===== config.mk =====
export PLATFORM = sky130hd
export DESIGN_NAME = ham_dist_pipe
export DESIGN_NICKNAME = d
export VERILOG_FILES = /design/src/rtl/ham_dist_pipe_pkg.sv /design/src/rtl/ham_tree_level.sv /design/src/rtl/ham_dist_pipe.sv
export SDC_FILE = /design/constraint.sdc
export NUM_CORES = 1
export LEC_CHECK = 0
export ABC_CLOCK_PERIOD_IN_PS = 2100
export CAP_MARGIN = 20
export CORE_MARGIN = 8
export CORE_UTILIZATION = 51
export CTS_CLUSTER_DIAMETER = 200
export DETAILED_ROUTE_END_ITERATION = 12
export PLACE_DENSITY = 0.73
export SKIP_LAST_GASP = 1
export SLEW_MARGIN = 5
export SYNTH_ARGS = -nofsm -noshare
export SYNTH_HDL_FRONTEND = slang
export SYNTH_HIERARCHICAL = 1
export SYNTH_SLANG_ARGS = --single-unit

===== constraint.sdc =====
create_clock -name clk -period 2.1 [get_ports clk]
set_input_delay 0.42 -clock clk [delete_from_list [all_inputs] [get_ports clk]]
set_output_delay 0.42 -clock clk [all_outputs]
set_load 0.02 [all_outputs]

===== src/rtl/ham_dist_pipe_pkg.sv =====
// Shared mode encodings, stage tag payload and width helpers for the Hamming weight/distance pipe.
package ham_dist_pipe_pkg;

  localparam logic [1:0] HAM_MODE_WEIGHT = 2'b00;
  localparam logic [1:0] HAM_MODE_DIST   = 2'b01;
  localparam logic [1:0] HAM_MODE_ACC    = 2'b10;
  localparam logic [1:0] HAM_MODE_CLR    = 2'b11;

  typedef struct packed {
    logic       valid;
    logic [1:0] mode;
  } ham_tag_t;

  function automatic int unsigned ham_out_w(input int unsigned width);
    return $clog2(width + 1);
  endfunction

  // Width of the packed field vector produced by adder-tree level k.
  function automatic int unsigned ham_lvl_w(input int unsigned p2, input int unsigned k);
    return (p2 >> k) * (k + 1);
  endfunction

  // Bit offset of level k inside the concatenated tree bus (levels 1..k-1 precede it).
  function automatic int unsigned ham_lvl_off(input int unsigned p2, input int unsigned k);
    int unsigned off;
    off = 0;
    for (int unsigned j = 1; j < k; j++) begin
      off += ham_lvl_w(p2, j);
    end
    return off;
  endfunction

endpackage


===== src/rtl/ham_tree_level.sv =====
// One registered adder-tree level: sums adjacent FW-bit field pairs into FW+1-bit fields.
module ham_tree_level
  import ham_dist_pipe_pkg::*;
#(
  parameter int unsigned N_IN = 2,
  parameter int unsigned FW   = 1
) (
  input  logic                           clk,
  input  logic                           rst_n,
  input  logic                           en_i,
  input  ham_tag_t                       tag_i,
  input  logic [N_IN*FW-1:0]             fields_i,
  output ham_tag_t                       tag_o,
  output logic [(N_IN/2)*(FW+1)-1:0]     fields_o
);

  localparam int unsigned N_OUT = N_IN / 2;
  localparam int unsigned OW    = FW + 1;

  logic [N_OUT*OW-1:0] fields_d;
  logic [N_OUT*OW-1:0] fields_q;
  ham_tag_t            tag_q;

  always_comb begin
    fields_d = '0;
    for (int unsigned i = 0; i < N_OUT; i++) begin
      fields_d[i*OW +: OW] = OW'(fields_i[(2*i)*FW +: FW]) + OW'(fields_i[(2*i+1)*FW +: FW]);
    end
  end

  always_ff @(posedge clk or negedge rst_n) begin
    if (!rst_n) begin
      tag_q    <= '0;
      fields_q <= '0;
    end else if (en_i) begin
      tag_q    <= tag_i;
      fields_q <= fields_d;
    end
  end

  assign tag_o    = tag_q;
  assign fields_o = fields_q;

endmodule


===== src/rtl/ham_dist_pipe.sv =====
// Pipelined Hamming weight/distance engine with valid/ready streams and a saturating accumulator.
module ham_dist_pipe
  import ham_dist_pipe_pkg::*;
#(
  parameter int unsigned  WIDTH = 32,
  parameter int unsigned  ACC_W = 16,
  localparam int unsigned OUT_W = ham_out_w(WIDTH)
) (
  input  logic             clk,
  input  logic             rst_n,
  input  logic             in_valid,
  output logic             in_ready,
  input  logic [1:0]       in_mode,
  input  logic [WIDTH-1:0] in_a,
  input  logic [WIDTH-1:0] in_b,
  output logic             out_valid,
  input  logic             out_ready,
  output logic [OUT_W-1:0] out_weight,
  output logic [ACC_W-1:0] out_acc,
  output logic             out_sat
);

  localparam int unsigned LEVELS   = $clog2(WIDTH);
  localparam int unsigned P2       = 1 << LEVELS;
  localparam int unsigned TREE_W   = ham_lvl_off(P2, LEVELS + 1);
  localparam int unsigned LAST_OFF = ham_lvl_off(P2, LEVELS);
  localparam int unsigned SUM_W    = ACC_W + 1;

  logic                    en;
  logic [P2-1:0]           s0_x_d;
  logic [P2-1:0]           s0_x_q;
  ham_tag_t                s0_tag_q;
  ham_tag_t [LEVELS:0]     tag;
  logic [TREE_W-1:0]       tree;
  logic [OUT_W-1:0]        res;
  logic [SUM_W-1:0]        acc_sum;

  logic                    out_valid_d, out_valid_q;
  logic [OUT_W-1:0]        out_weight_d, out_weight_q;
  logic [ACC_W-1:0]        acc_d, acc_q;
  logic                    sat_d, sat_q;

  // Whole pipe advances only when the output slot is empty or being drained.
  assign en       = out_ready | ~out_valid_q;
  assign in_ready = en;

  // WEIGHT selects A alone so in_b never reaches the tree in that mode.
  assign s0_x_d = (in_mode == HAM_MODE_WEIGHT) ? P2'(in_a) : P2'(in_a ^ in_b);

  always_ff @(posedge clk or negedge rst_n) begin
    if (!rst_n) begin
      s0_x_q   <= '0;
      s0_tag_q <= '0;
    end else if (en) begin
      s0_x_q         <= s0_x_d;
      s0_tag_q.valid <= in_valid;
      s0_tag_q.mode  <= in_mode;
    end
  end

  assign tag[0] = s0_tag_q;

  for (genvar k = 1; k <= LEVELS; k++) begin : g_lvl
    localparam int unsigned N_IN = P2 >> (k - 1);
    logic [N_IN*k-1:0] lvl_in;

    if (k == 1) begin : g_src_x
      assign lvl_in = s0_x_q;
    end else begin : g_src_tree
      assign lvl_in = tree[ham_lvl_off(P2, k - 1) +: ham_lvl_w(P2, k - 1)];
    end

    ham_tree_level #(
      .N_IN (N_IN),
      .FW   (k)
    ) u_lvl (
      .clk      (clk),
      .rst_n    (rst_n),
      .en_i     (en),
      .tag_i    (tag[k-1]),
      .fields_i (lvl_in),
      .tag_o    (tag[k]),
      .fields_o (tree[ham_lvl_off(P2, k) +: ham_lvl_w(P2, k)])
    );
  end

  assign res     = OUT_W'(tree[LAST_OFF +: LEVELS + 1]);
  assign acc_sum = SUM_W'(acc_q) + SUM_W'(res);

  // Output register and accumulator update together, only for valid results.
  always_comb begin
    out_valid_d  = out_valid_q;
    out_weight_d = out_weight_q;
    acc_d        = acc_q;
    sat_d        = sat_q;
    if (en) begin
      out_valid_d = tag[LEVELS].valid;
      if (tag[LEVELS].valid) begin
        out_weight_d = res;
        case (tag[LEVELS].mode)
          HAM_MODE_ACC: begin
            if (acc_sum[ACC_W]) begin
              acc_d = '1;
              sat_d = 1'b1;
            end else begin
              acc_d = acc_sum[ACC_W-1:0];
            end
          end
          HAM_MODE_CLR: begin
            acc_d = ACC_W'(res);
            sat_d = 1'b0;
          end
          default: begin
          end
        endcase
      end
    end
  end

  always_ff @(posedge clk or negedge rst_n) begin
    if (!rst_n) begin
      out_valid_q  <= 1'b0;
      out_weight_q <= '0;
      acc_q        <= '0;
      sat_q        <= 1'b0;
    end else begin
      out_valid_q  <= out_valid_d;
      out_weight_q <= out_weight_d;
      acc_q        <= acc_d;
      sat_q        <= sat_d;
    end
  end

  assign out_valid  = out_valid_q;
  assign out_weight = out_weight_q;
  assign out_acc    = acc_q;
  assign out_sat    = sat_q;

endmodule


==> impl_metrics.yaml <==
status:
  status: "finished, violations left"
  violations: "setup timing"
floorplanning:
  dieArea_sq_um: 21090
  die_x_microns: 145.2
  pin_count: 95
  core_sq_um: 16470
  die_y_microns: 145.2
  rows: 47
  start_util_pct: 51.71
detailed_routing:
  drc: 0
  routed_wl_mm: 16.51
  drt_first_iter_violations: 275
  ant_nets: 0
  wire_per_inst_microns: 15.37
  via_count: 5467
  viasPerCell: 5.090
  first_pass_iters: 4
min_path:
  min-delay-start: "s0_tag_q[1]$_DFFE_PN0N_"
  hold_class: "reg -> reg"
clocking:
  path_clk_slew_ns: 0.06
  cts_tree: "built"
  numCtsBuffers: 17
  cts-root-buf: "clkbuf_16"
  h-tree-depth: 4
  clock_path_buffers: 2
  clk_latency_ns: 0.42
  cts_sinks: 162
yosys:
  synth_mux_area_share_pct: 14.58
  yosysSeqAreaShare_pct: 47.61
  synth-simple-area-share_pct: 8.538
  yosys.cell_count.top_type: "dfrtp_1"
  ys_seq_elements: 162
  synth_area_leaders: "dfrtp_1 48%, ha_1 8.1%, mux2_4 7.6%"
  syn_nets: 855
  syn_avg_cell_area_sq_um: 11.92
  synth_fa_ha_area_share_pct: 11.84
  synthArstFlopShare_pct: 100.0
  synth-xor-area-share_pct: 4.423
  synth-edff-count: 0
  yosys.area.top_type_share_pct: 47.61
  synth_common_cells: "162 x dfrtp_1, 93 x nand2_1, 55 x ha_1, 50 x inv_1, 46 x o21ai_0"
  synth_ff_type: "dfrtp_1"
  ys_warn_count: 6
  synth_top_family_by_area: "multiplexers"
  synth_cell_types: 53
  yosysTopAreaCell: "dfrtp_1"
  synth_compound_area_share_pct: 7.715
  synthCells: 714
  syn-cell-area_sq_um: 8514
setup_path:
  crit_path_start: "g_lvl[5].u_lvl/fields_o[0]$_DFFE_PN0P_"
  cp_data_required_time_ns: 2.40
  critPathMaxFanout: 3
  critPathTopFamily: "simple AND/OR/NAND/NOR gates"
  crit_path_end_kind: "flip-flop"
  critPathMaxStageDelay_ns: 0.42
  worstPathCellList: "ha_4 -> fa_2 -> a21o_1 -> a311oi_2 -> and3b_2 -> or4_1 -> o211a_1"
  rr_startpoint: "g_lvl[5].u_lvl/fields_o[0]$_DFFE_PN0P_"
  critPathLaunchType: "flip-flop"
  cpMaxStageDelayCell: "dfrtp_1"
  critPathKind: "reg -> reg"
  cp_num_buf_inv: 0
  crit_arrival_ns: 2.55
  r2r_setup_slack_ns: -0.15
timing:
  timing.fmax_mhz: 444.5
  rsz0062_at_grt: "yes"
  drv_slew: 0
  worstMarginPinSlew_ns: 0.5764
  final-setup-viol-count: 13
  setup_ws_ns: -0.1498
  hold_violations: 0
  slew_headroom_pct: 61.57
  skew_ns: 0.01216
  fin_crit_sh_pct: 107.1
  fin_crit_ns: 2.250
  finalSetupTns_ns: -0.8165
  hold_slack_ns: 0.4694
finish:
  antenna_cells: 0
  nets: 982
  area_delta_synth_final_pct: 23.42
  drive_gt1_share_pct: 20.49
place:
  place_congestion: 0.8352
  dp.final_hpwl_mm: 12.47
  port_buffers: 94
grt:
  grt_pass1_vias: 5941
  antenna_found_initial: 0
  grt_max_degree: 68
  grt_pass1_wl_mm: 28.90
  grt.total_usage_pct: 16.41
  overflow: 0
power_and_ir_drop:
  p_per_area_nw_per_um2: 1502
  ir_worst_vdd_v: 0.0006935
  p_leak_nw: 4.992
run:
  drv_cap: 0
-- registers in the layout, summed over array words and instances (netlist names) --
name                  count
out_acc                  16
g_lvl.lvl_in             32
g_lvl.u_lvl/tag_o        15
s0_tag_q                  3
out_valid                 1
out_weight                6
out_sat                   1
g_lvl.u_lvl/fields_o     88
-- timing repair --
action / in CTS / in global routing
hold buffers: 1 / 0
endpoints found under the hold margin: 45 / 0
endpoints found under the setup margin: 14 / 15
buffers inserted: 2 / 1
pin swaps: 1 / 0
resized for setup: 3 / 4
-- tightest hold or removal path, cell delays in order, from the launching register on --
cell and delay, ns:
dfrtp_1 0.34, nand2_1 0.05, nand2_1 0.05
-- per-stage QoR --
stage	total power, mW	setup slack [ns]	std cells	cell area [sq um]	utilization [%]
floorplan	10.61	-0.1455	714	8549	-
global placement	12.37	-0.09460	1038	9884	60.03
detailed placement	12.81	-0.1044	1038	9884	60.03
CTS	15.91	-0.1370	1073	10480	63.66
global route	17.01	-0.2449	1074	10510	63.82
finish	15.79	-0.1498	1074	10510	63.82
-- logic make-up after synthesis --
group	after synthesis
adders and majority gates	71
buffers and inverters	80
muxes	98
xor gates and xnor gates	43
and+or+nand+nor	154
DFF	162
AOI/OAI and AO/OA	106
-- path summary, 6_finish.rpt --
| kind | end | cells past startpoint |
|---|---|---|
| min in group asynchronous | out_acc[8]$_DFFE_PN0P_ | 2 |
| worst max-delay path | out_acc[13]$_DFFE_PN0P_ | 7 |
| worst min register to register | s0_tag_q[1]$_DFFE_PN0N_ | 2 |
| worst min-delay path | s0_tag_q[1]$_DFFE_PN0N_ | 2 |
| worst max register to register | out_acc[13]$_DFFE_PN0P_ | 7 |
| max in group asynchronous | g_lvl[1].lvl_in[13]$_DFFE_PN0N_ | 3 |
-- report_power, final --
part	switching, mW	total [mW]	internal (mW)
clock	1.28	2.92	1.65
combinational	3.30	7.32	4.02
sequential	1.00	5.54	4.54
total	5.57	15.8	10.2
-- placed cells by master, fill, tap and decap left out, types with 5 or more instances in the layout --
cell type and count:
a21o_1 5, a21oi_1 19, a31oi_1 7, buf_12 6
buf_4 35, clkbuf_16 17, clkdlybuf4s50_1 92, dfrtp_1 161
fa_1 15, ha_1 54, inv_1 50, inv_6 5
mux2_2 34, mux2_4 43, mux2i_1 19, nand2_1 93
nand4b_1 5, nor2_1 15, nor3_1 5, o21ai_0 46
xnor2_1 10, xor2_1 33
-- routing by layer --
metal	global-route usage (%)	vias up	routed length, microns
met1	20.92	2612	7648
met5	0	-	0
met2	27.20	124	8067
met4	5.830	0	303
met3	3.451	20	490
li1	-	2711	-
-- area by class of cell --
cell class | count | area, sq um
well taps | 220 | 275.3
multi-input cells | 472 | 4085
repair buffers | 136 | 1334
clock buffers | 18 | 429.2
fillers | 1253 | 5957
flip-flops and latches | 162 | 4055
clock inverters | 14 | 130.1
inverters | 52 | 200.2
No activity file was read; power rests on OpenSTA's default activity.
